<file path="config.mk">
export PLATFORM = sky130hd
export DESIGN_NAME = pfetch
export DESIGN_NICKNAME = d
export VERILOG_FILES = /design/src/rtl/pfetch.sv
export SDC_FILE = /design/constraint.sdc
export NUM_CORES = 1
export LEC_CHECK = 0
export BUFFER_PORTS_ARGS = -buffer_cell sky130_fd_sc_hd__buf_2
export CORE_MARGIN = 5
export CORE_UTILIZATION = 30
export DETAILED_ROUTE_END_ITERATION = 8
export GPL_TIMING_DRIVEN = 0
export PLACE_DENSITY_LB_ADDON = 0.05
export SKIP_LAST_GASP = 1
export SYNTH_ARGS = -nofsm -noshare
export SYNTH_HDL_FRONTEND = slang
export SYNTH_SLANG_ARGS = --single-unit
</file>
<file path="constraint.sdc">
create_clock -name clk -period 1.7 [get_ports clk]
set_input_delay 0.085 -clock clk [delete_from_list [all_inputs] [get_ports clk]]
set_output_delay 0.085 -clock clk [all_outputs]
set_load 0.05 [all_outputs]
</file>
<file path="src/rtl/pfetch.sv">
// ============================================================================
// pfetch -- instruction fetch stage in front of the combinational program ROM
//
// Owns the program counter, presents it to the ROM as padr, and captures the
// returned word into a registered IR that decode/execute consume together
// with its fetch address and a valid flag. Start, redirect and stall control
// are applied here. The block also reports when the processor is parked in
// its idle loop at IDLE_ADR.
//
// Ports:
//   clk        in   1   clock, rising edge
//   rst        in   1   asynchronous reset, active-high
//   proc_start in   1   pulse: leave the idle loop, fetch from START_ADR
//   stall      in   1   hold pc and IR
//   redir_en   in   1   taken branch/jump from execute
//   redir_adr  in   AW  redirect target
//   padr       out  AW  ROM address (the pc register)
//   dout       in   IW  ROM data for padr, same cycle
//   ir         out  IW  registered instruction
//   ir_pc      out  AW  address ir was fetched from
//   ir_valid   out  1   ir holds a live instruction
//   ir_taken   out  1   ir is a JMP already redirected by fetch
//   proc_ready out  1   processor idle in the loop at IDLE_ADR
//
// Build option:
//   FETCH_JMP_PREDECODE_EN -- when defined, unconditional JMPs are detected
//   on the ROM data and followed in fetch with no bubble. When undefined,
//   JMPs are left to execute and ir_taken is constant 0.
// ============================================================================
module pfetch #(
    parameter int          AW        = 13,
    parameter int          IW        = 18,
    parameter logic [AW-1:0] START_ADR = 13'd1,
    parameter logic [AW-1:0] IDLE_ADR  = 13'd0,
    parameter logic [4:0]  JMP_OP    = 5'b11010
) (
    input  logic          clk,
    input  logic          rst,
    input  logic          proc_start,
    input  logic          stall,
    input  logic          redir_en,
    input  logic [AW-1:0] redir_adr,
    output logic [AW-1:0] padr,
    input  logic [IW-1:0] dout,
    output logic [IW-1:0] ir,
    output logic [AW-1:0] ir_pc,
    output logic          ir_valid,
    output logic          ir_taken,
    output logic          proc_ready
);

`ifdef FETCH_JMP_PREDECODE_EN
    localparam bit PREDECODE = 1'b1;
`else
    localparam bit PREDECODE = 1'b0;
`endif

    logic [AW-1:0] pc;
    logic [AW-1:0] pc_inc;
    logic [AW-1:0] jmp_tgt;
    logic          is_jmp;
    logic          taken_q;

    // Sequential successor wraps modulo 2^AW; the jump target sits in the
    // low address bits of the JMP word. With predecode disabled is_jmp is
    // tied low so the JMP path folds away entirely.
    always_comb begin
        pc_inc  = pc + AW'(1);
        jmp_tgt = dout[AW-1:0];
        is_jmp  = PREDECODE && (dout[IW-1:IW-5] == JMP_OP);
    end

    // Fetch pipeline register. Priority per edge is start, then redirect,
    // then stall, then a normal fetch. A start or redirect drops ir_valid
    // for one cycle because the word on dout belongs to the abandoned path.
    // proc_ready only moves on start, redirect or a predecoded jump, so a
    // plain pc wrap into IDLE_ADR leaves it alone.
    always_ff @(posedge clk or posedge rst) begin
        if (rst) begin
            pc         <= IDLE_ADR;
            ir         <= '0;
            ir_pc      <= '0;
            ir_valid   <= 1'b0;
            taken_q    <= 1'b0;
            proc_ready <= 1'b1;
        end else if (proc_start) begin
            pc         <= START_ADR;
            ir_valid   <= 1'b0;
            taken_q    <= 1'b0;
            proc_ready <= 1'b0;
        end else if (redir_en) begin
            pc         <= redir_adr;
            ir_valid   <= 1'b0;
            taken_q    <= 1'b0;
            proc_ready <= (redir_adr == IDLE_ADR);
        end else if (!stall) begin
            ir       <= dout;
            ir_pc    <= pc;
            ir_valid <= 1'b1;
            if (is_jmp) begin
                pc         <= jmp_tgt;
                taken_q    <= 1'b1;
                proc_ready <= (jmp_tgt == IDLE_ADR);
            end else begin
                pc      <= pc_inc;
                taken_q <= 1'b0;
            end
        end
    end

    assign padr     = pc;
    assign ir_taken = taken_q;

endmodule

</file>
After elaboration in Yosys (flattened, before gate mapping). Cells that the tools add are included. Widths: inputs -> output; s select.

Flip-flop bits (word level): 47. Output and inout port bits: 47. Logic and storage cells: 25.

Add/sub/neg operators: 1. Eq/ne operators: 1. Muxes and demuxes: 11. Bitwise logic cells: 3. Reduce and logical (&&, ||, !) cells: 3.

Operators by type and width (count): $mux 13 (3); $add 13x1->13 const B (1); $logic_not 13->1 (1); $mux 1 (8); $ne 3x2->1 const B (1); $not 1->1 (3); $reduce_and 3->1 (1); $reduce_bool 2->1 (1).

Logic depth before layout (Yosys ltp). Gate-level depths: netlist of the first run.

Word-level depth: 4. Depth in mapped cells: 5. Depth with buffers taken out: 5.

Least setup slack after synthesis of the first run. Ideal clock, no wire load.

Path type: register to register. Start: reg pc[0] (netlist: padr[0]). End: reg pc[12] (netlist: padr[12]). Setup time: 82 ps. Arrival time: 1753 ps. Data required time: 1618 ps. Setup slack: -135 ps. Stages on the path, launching flop included: 6. Cells stage by stage: dfrtp_1 -> ha_1 -> and3_1 -> nand3_4 -> or3_1 -> a31oi_1.

Word-level cells in the longest chain between the ends: 4.

Ends and longest elaborated chain: start, declared (line 58) `logic [AW-1:0] pc;`; start signal, assigned (line 92) `pc <= redir_adr;`; start signal, assigned (line 101) `pc <= jmp_tgt;`; start signal, assigned (line 105) `pc <= pc_inc;`; $add 13x1->13 (line 68) `pc_inc = pc + AW'(1);`; $mux 13 (line 96) `end else if (!stall) begin`; $mux 13 (line 91) `end else if (redir_en) begin`; $mux 13 (line 86) `end else if (proc_start) begin`.

No other way between the ends. The select of a mux whose other input is x is not followed. A chain may end at the register's enable or synchronous reset.

Worst setup path in the final report of the first run. Ends and elaborated chain as after synthesis.

==> results.md, run 1 <==
* Number of cells traversed by the worst register-to-register path at 5
* Number of vias per cell after detailed routing at between 4 and 5
* Final Setup Violations at 0
* DRC violation count after routing at 0
* Endpoints failing hold at 0
* Full die area at about 0.0085 mm2
* Number of iterations in the first detailed-routing pass at 4
* Min Clock Period, post-route at approximately 1.6 ns
* Number of violations of the max-capacitance limit at 0
* Part of the total power dissipated in the clock network at 0.212
* Synthesis warning total at 0
* Proportion of power drawn by combinational gates at 0.342
* CTS tree: built
* Portion of the clock cycle consumed by the worst path in the final layout at 0.935
* # diodes at 0
* Cell variety after synth at 38
* Post CTS Setup Buffer Count at 0
* IR Drop Worst-Case VDD at between 0.4 and 0.5 mV
* Unrepaired setup endpoints after global routing: no
* Most used standard cells in the synthesized netlist: sky130_fd_sc_hd__dfrtp_1 (45), sky130_fd_sc_hd__mux2_2 (29), sky130_fd_sc_hd__nor2_1 (13)
* Total wire length after detailed routing at a little over 5 mm
* Core region area at about 0.0067 mm2
* Port bufs at 80
* Placer Congestion at roughly 0.72
* Sum Neg Setup Slack at 0 ns
* Min-Delay Path Class: in2reg
* Sum of net half-perimeters after detailed placement at roughly 3.8 mm
* Sequential element share of the synthesized area at 0.570
* Sequential power share at 0.446
* Via total after detailed routing at 1528
* Internal Pwr Total at around 1.8 mW
* Area leader, netlist: sky130_fd_sc_hd__dfrtp_1
* Number of nets in the layout at 285
* Std cell rows at 30
* Number of flops mapped to enable cells by yosys at 0
* DR WL/cell at between 15 and 20 um
* Synth top area share at 0.557
* Crit path DAT at between 1.5 and 2 ns
* Mapped Cells at 158
* Largest net degree at the start of global routing at 38
* Maximum clock frequency at around 630 MHz
* Met3 track demand over resource at 0.0386
* Switching Fraction at 0.397
* Smallest setup slack after layout at approximately 0.11 ns
* Post-detailed-route count of antenna-violating nets at 0
* Top post-synthesis cells by area: sky130_fd_sc_hd__dfrtp_1 (56%), sky130_fd_sc_hd__mux2_2 (16%), sky130_fd_sc_hd__xor2_1 (3.5%), sky130_fd_sc_hd__a211oi_1 (3.0%), sky130_fd_sc_hd__nor2_1 (2.4%)
* Crit Path Category: reg2reg
* Asr flop ratio synth at 1.00
* Power density of the placed cells at 1130 mW/mm2
* Clk root buf: sky130_fd_sc_hd__clkbuf_8
* Avg Cell Area, Syn at about 13 um2
* Via count of the first global-routing pass at approximately 1600
* Maximum level of the CTS H-tree at 2
* Final Skew at 0.00661 ns
* Mapped Nets at ~200
* Global-route track usage on met1 at 0.158
* Clock slew at the register clock pins of the worst setup and hold paths at 0.09 ns
* Effective utilization at floorplan at 0.303
* Flop and latch count out of synthesis at 46
* Setup slack after placement at 0.0603 ns
* Clk_lat worst skew at between 0.2 and 0.3 ns
* Top FF cell, synth: sky130_fd_sc_hd__dfrtp_1
* Number of buffers between clock root and the deepest sink at 2
* Initial detailed-routing violation count at 46
* Static leakage at between 1 and 1.5 nW
* Ports at 83
* Fraction of final layout cells sized beyond drive strength 1 at 0.512
* Total Routing Usage GR at 0.121
* Nature of the critical path endpoint: flip-flop
* Most frequent cell after synthesis: sky130_fd_sc_hd__dfrtp_1
* Initial antenna violation count at 0
* Wire length of the first global-routing pass at a little over 8 mm
* Result of the run: finished clean
* Crit path max fanout at 6
* Launching element type of the critical path: flip-flop
* Crit path required time at ~1.9 ns
* Cell area after synthesis at approximately 0.0020 mm2
* Width of the die at about 92 um
* Number of clock sinks at 46
* Max-slew violation count at 0
* Area growth from synthesis to layout at 30.7%
* Met2 usage at 0.196
* Die Span Y at 92.1 um
* Total congestion overflow after global routing at 0
* Global-route layer with the greatest usage: met2
* Inserted Clock Buffers at 5
* Net load switching power at about 1.2 mW
* Number of cells on the worst hold path at 2
-- layout make-up --
class                           count  area, um2
Tap cell                           80        100
Timing Repair Buffer               83        440
Fill cell                         680       4040
Buffer                              9       41.3
Sequential cell                    46       1150
Multi-Input combinational cell    100        820
Inverter                            3       11.3
Clock buffer                        7       76.3
-- critical path, stage by stage, from the launching register on --
cell,delay (ns)
sky130_fd_sc_hd__dfrtp_2,0.43
sky130_fd_sc_hd__ha_1,0.22
sky130_fd_sc_hd__and3_2,0.26
sky130_fd_sc_hd__nand3_4,0.09
sky130_fd_sc_hd__or3_1,0.36
sky130_fd_sc_hd__a31oi_1,0.16
-- through the flow --
| stage | instances | area [um2] | utilization | hold WS (ns) | power, mW |
|---|---|---|---|---|---|
| finish | 328 | 2640 | 0.396 | 0.0183 | 3.00 |
| global route | 328 | 2640 | 0.396 | 0.00441 | 3.15 |
| CTS | 328 | 2640 | 0.396 | 0.00566 | 3.05 |
| detailed placement | 319 | 2550 | 0.381 | 0.0349 | 2.40 |
| global placement | 318 | 2530 | 0.378 | 0.307 | 2.38 |
| floorplan | 158 | 2030 | - | 0.151 | 2.12 |
-- logic make-up after synthesis --
logic type / after synthesis / synth area share
flip-flops: 46 / 0.570
AO/OA/AOI/OAI: 18 / 0.0637
multiplexers: 32 / 0.177
adder cells (fa/ha/maj): 1 / 0.00618
XOR/XNOR: 10 / 0.0433
buffers and inverters: 12 / 0.0260
other: 1 / 0.00185
AND/OR/NAND/NOR: 38 / 0.112
-- power by group through the flow --
stage / Clock, mW / Combinational [mW] / Sequential [mW]
2_1_floorplan: 0 / 0.215 / 1.90
3_3_place_gp: 0 / 1.03 / 1.36
3_5_place_dp: 0 / 1.04 / 1.36
4_1_cts: 0.674 / 1.04 / 1.34
5_1_grt: 0.709 / 1.08 / 1.36
6_report: 0.636 / 1.03 / 1.34
-- path summary, 6_finish.rpt --
path / startpoint / endpoint / slack, ns
worst max-delay path: padr[0]$_DFFE_PP0P_ / padr[12]$_DFFE_PP0P_ / 0.11
worst min-delay path: dout[4] / ir[4]$_DFFE_PP0P_ / 0.02
worst max register to register: padr[0]$_DFFE_PP0P_ / padr[12]$_DFFE_PP0P_ / 0.11
worst min register to register: ir[5]$_DFFE_PP0P_ / ir[5]$_DFFE_PP0P_ / 0.48
max in group asynchronous: rst / padr[7]$_DFFE_PP0P_ / 0.95
min in group asynchronous: rst / ir_pc[1]$_DFFE_PP0P_ / 0.27
-- routing by layer --
| metal | vias up | share of wire |
|---|---|---|
| met5 | - | 0 |
| met3 | 2 | 0.051 |
| met1 | 744 | 0.46 |
| li1 | 740 | - |
| met4 | 0 | 0.0055 |
| met2 | 42 | 0.48 |
-- layout by cell type, fill, tap and decap left out, types with 2 or more instances in the layout --
cell	n
sky130_fd_sc_hd__nor2_1	13
sky130_fd_sc_hd__a21oi_1	2
sky130_fd_sc_hd__nand4b_1	2
sky130_fd_sc_hd__buf_2	83
sky130_fd_sc_hd__o21ai_0	2
sky130_fd_sc_hd__nand4_1	3
sky130_fd_sc_hd__dfrtp_1	43
sky130_fd_sc_hd__inv_1	2
sky130_fd_sc_hd__mux2_2	29
sky130_fd_sc_hd__mux2_1	2
sky130_fd_sc_hd__xnor2_1	2
sky130_fd_sc_hd__xor2_1	8
sky130_fd_sc_hd__or3_1	2
sky130_fd_sc_hd__nor4_1	3
sky130_fd_sc_hd__clkbuf_1	7
sky130_fd_sc_hd__clkbuf_8	5
sky130_fd_sc_hd__a211oi_1	8
sky130_fd_sc_hd__dlygate4sd3_1	2
sky130_fd_sc_hd__nand2_1	4
sky130_fd_sc_hd__dfrtp_2	2
-- state kept, by name (all words and copies together) (netlist names) --
| register | cells |
|---|---|
| ir_valid | 1 |
| ir_pc | 13 |
| padr | 13 |
| ir | 18 |
| proc_ready | 1 |
-- timing repair --
item / 4_1_cts / 5_1_grt
endpoints found under the setup margin: 0 / 1
hold endpoints to repair: 10 / 0
hold buffers: 2 / 0
resized for setup: 0 / 1
Power figures use the tool's default switching activity.
==> run 2, diff against run 1 <==
--- a/config.mk
+++ b/config.mk
@@ -6,7 +6,6 @@
 export NUM_CORES = 1
 export LEC_CHECK = 0
 export BUFFER_PORTS_ARGS = -buffer_cell sky130_fd_sc_hd__buf_2
-export CORE_MARGIN = 5
 export CORE_UTILIZATION = 30
 export DETAILED_ROUTE_END_ITERATION = 8
 export GPL_TIMING_DRIVEN = 0
==> results.md, run 2 (synthesized netlist as in run 1, its figures left out) <==
* Switching Fraction at 0.392 (-0.00546)
* Result of the run: finished with violations
* Unrepaired setup endpoints after global routing: no
* Number of vias per cell after detailed routing at 4.66 (about the same)
* Register area at 0.00115 mm2 (unchanged)
* Top library cells by usage in the layout, fill and taps aside: sky130_fd_sc_hd__buf_2 (83), sky130_fd_sc_hd__dfrtp_1 (43), sky130_fd_sc_hd__mux2_2 (29), sky130_fd_sc_hd__nor2_1 (13)
* Die Span Y at 84.1 um (-8.7%)
* Final Setup Violations at 0 (unchanged)
* Placer Congestion at 0.686 (-5.2%)
* Nature of the critical path endpoint: flip-flop
* Crit path required time at 1.92 ns (about the same)
* Post-CTS resize count at 0 (unchanged)
* Via count of the first global-routing pass at 1493 (-6.2%)
* Top reg by flops: ir
* Net load switching power at 1.19 mW (+0.22%)
* Sequential power share at 0.439 (-0.007)
* Clock slew at the register clock pins of the worst setup and hold paths at 0.09 ns (about the same)
* Finished Cell Area at 0.00266 mm2 (+0.76%)
* Number of buffers between clock root and the deepest sink at 2 (unchanged)
* Transition time at the pin with the least slew margin at just over 0.5 ns
* Largest stage delay on the critical path at 0.43 ns (about the same)
* Multi-input gate area in the final layout at 818 um2 (-0.15%)
* Portion of the clock cycle consumed by the worst path in the final layout at 0.927 (-0.00774)
* Cell area after placement at 0.00254 mm2 (-0.15%)
* Fraction of final layout cells sized beyond drive strength 1 at 0.512 (about the same)
* Violations in the final reports: design-rule violations
* Most frequent standard cell in the layout excluding fill and tap cells: sky130_fd_sc_hd__buf_2
* DP Cell Count at 316 (-0.94%)
* Post CTS Setup Buffer Count at 0 (unchanged)
* Cell family contributing the most delay on the critical path: simple AND/OR/NAND/NOR gates
* Ports at 83 (unchanged)
* PnR Total Power at 3.05 mW (+1.6%)
* DRC violation count after routing at 12 (+12)
* Min Clock Period, post-route at 1.58 ns (-0.0132 ns)
* Power density of the placed cells at 1140 mW/mm2 (+0.86%)
* Effective utilization at floorplan at 0.315 (+0.0122)
* Sum of net half-perimeters after detailed placement at 3.37 mm (-11%)
* Maximum level of the CTS H-tree at 2 (unchanged)
* Final std cells w/o fill at 327 (-0.30%)
* Initial antenna violation count at 0 (unchanged)
* Initial detailed-routing violation count at 52 (+13%)
* Crit Path Category: reg2reg
* Number of violations of the max-capacitance limit at 0 (unchanged)
* Worst max-slew margin expressed relative to the limit at 0.658
* Proportion of power drawn by combinational gates at 0.335 (-0.007)
* Total wire length after detailed routing at 4.65 mm (-8.1%)
* Count of buffer and inverter cells on the critical path at 0 (unchanged)
* Crit path max fanout at 6 (unchanged)
* Crit path DAT at 1.79 ns (-0.02 ns)
* Minimum hold slack at 0.0221 ns (+0.00379 ns)
* Via total after detailed routing at 1524 (-0.26%)
* IR Drop Worst-Case VDD at 0.702 mV (+49%)
* Max-slew violation count at 0 (unchanged)
* Std cell rows at 29 (-3.3%)
* Total of fill cells in the finished design at 650 (-4.4%)
* Number of nets in the layout at 286 (+0.35%)
* Full die area at 0.00708 mm2 (-17%)
* DR WL/cell at 14.2 um (-7.8%)
* Static leakage at 1.28 nW (+1.2%)
* Critical-path cell list: ha_1, and3_1, nand3_4, or3_1, a31oi_1
* Wire length of the first global-routing pass at 7.60 mm (-6.5%)
* Clk_lat worst skew at 0.29 ns (about the same)
* Largest net degree at the start of global routing at 41 (+7.9%)
* Width of the die at 84.1 um (-8.7%)
* Endpoints failing hold at 0 (unchanged)
* Clk root buf: sky130_fd_sc_hd__clkbuf_8
* Port bufs at 80 (unchanged)
* Inserted Clock Buffers at 5 (unchanged)
* Total congestion overflow after global routing at 0 (unchanged)
* Maximum clock frequency at 634 MHz (+0.83%)
* Launching element type of the critical path: flip-flop
* Post-detailed-route count of antenna-violating nets at 0 (unchanged)
* Largest register FFs at 18 (unchanged)
* Part of the total power dissipated in the clock network at 0.226 (+0.014)
* CTS tree: built
* Final Skew at 0.00690 ns (+0.000290 ns)
* Area growth from synthesis to layout at 31.7%
* Number of clock sinks at 46 (unchanged)
* Min-Delay Path Class: in2reg
* CP max-delay cell: sky130_fd_sc_hd__dfrtp_2
* Core region area at 0.00642 mm2 (-3.9%)
* Total Routing Usage GR at 0.138 (+0.0170)
* # diodes at 0 (unchanged)
* Internal Pwr Total at 1.85 mW (+2.5%)
* Number of iterations in the first detailed-routing pass at 6 (+2)
==> run 2: layout make-up <==
cell class	instances	area share
Buffer	9	0.0155
Clock buffer	7	0.0324
Clock inverter	1	0.00188
Inverter	3	0.00423
Multi-Input combinational cell	100	0.307
Sequential cell	46	0.434
Tap cell	77	0.0362
Timing Repair Buffer	84	0.169
==> run 2: final timing paths <==
path                                          start  slack, ns  depth (start not counted)                     end
worst max-delay path            padr[0]$_DFFE_PP0P_       0.12                          5    padr[12]$_DFFE_PP0P_
worst min-delay path                        dout[3]       0.02                          2       ir[3]$_DFFE_PP0P_
worst max register to register  padr[0]$_DFFE_PP0P_       0.12                          5    padr[12]$_DFFE_PP0P_
worst min register to register    ir[4]$_DFFE_PP0P_       0.49                          1       ir[4]$_DFFE_PP0P_
max in group asynchronous                       rst       0.97                          4  proc_ready$_DFFE_PP1N_
min in group asynchronous                       rst       0.23                          3      ir[11]$_DFFE_PP0P_
==> run 2: per-stage QoR <==
| stage | util | setup WS (ns) | TNS, ns |
|---|---|---|---|
| final | 0.415 | 0.124 | 0 |
| after global routing | 0.415 | 0.0322 | 0 |
| after CTS | 0.415 | 0.102 | 0 |
| after detailed placement | 0.396 | 0.0225 | 0 |
| after global placement | 0.393 | -0.365 | -9.86 |
| after floorplan | - | 0.00289 | 0 |
==> run 2: power by group through the flow <==
stage / Sequential [mW] / Combinational (mW) / Clock (mW)
2_1_floorplan: 1.90 / 0.215 / 0
3_3_place_gp: 1.36 / 1.02 / 0
3_5_place_dp: 1.36 / 1.03 / 0
4_1_cts: 1.34 / 1.03 / 0.724
5_1_grt: 1.36 / 1.07 / 0.765
6_report: 1.34 / 1.02 / 0.688
==> run 2: metal layers <==
layer | part of all wire | vias up | global-route usage
met5 | 0 | - | 0
met3 | 0.056 | 2 | 0.0346
li1 | - | 744 | -
met4 | 0.0052 | 0 | 0.0329
met1 | 0.46 | 734 | 0.184
met2 | 0.48 | 44 | 0.226
==> run 2: timing repair <==
item,4_1_cts,5_1_grt
setup endpoints to repair,0,0
hold endpoints to repair,47,0
hold buffers,3,0
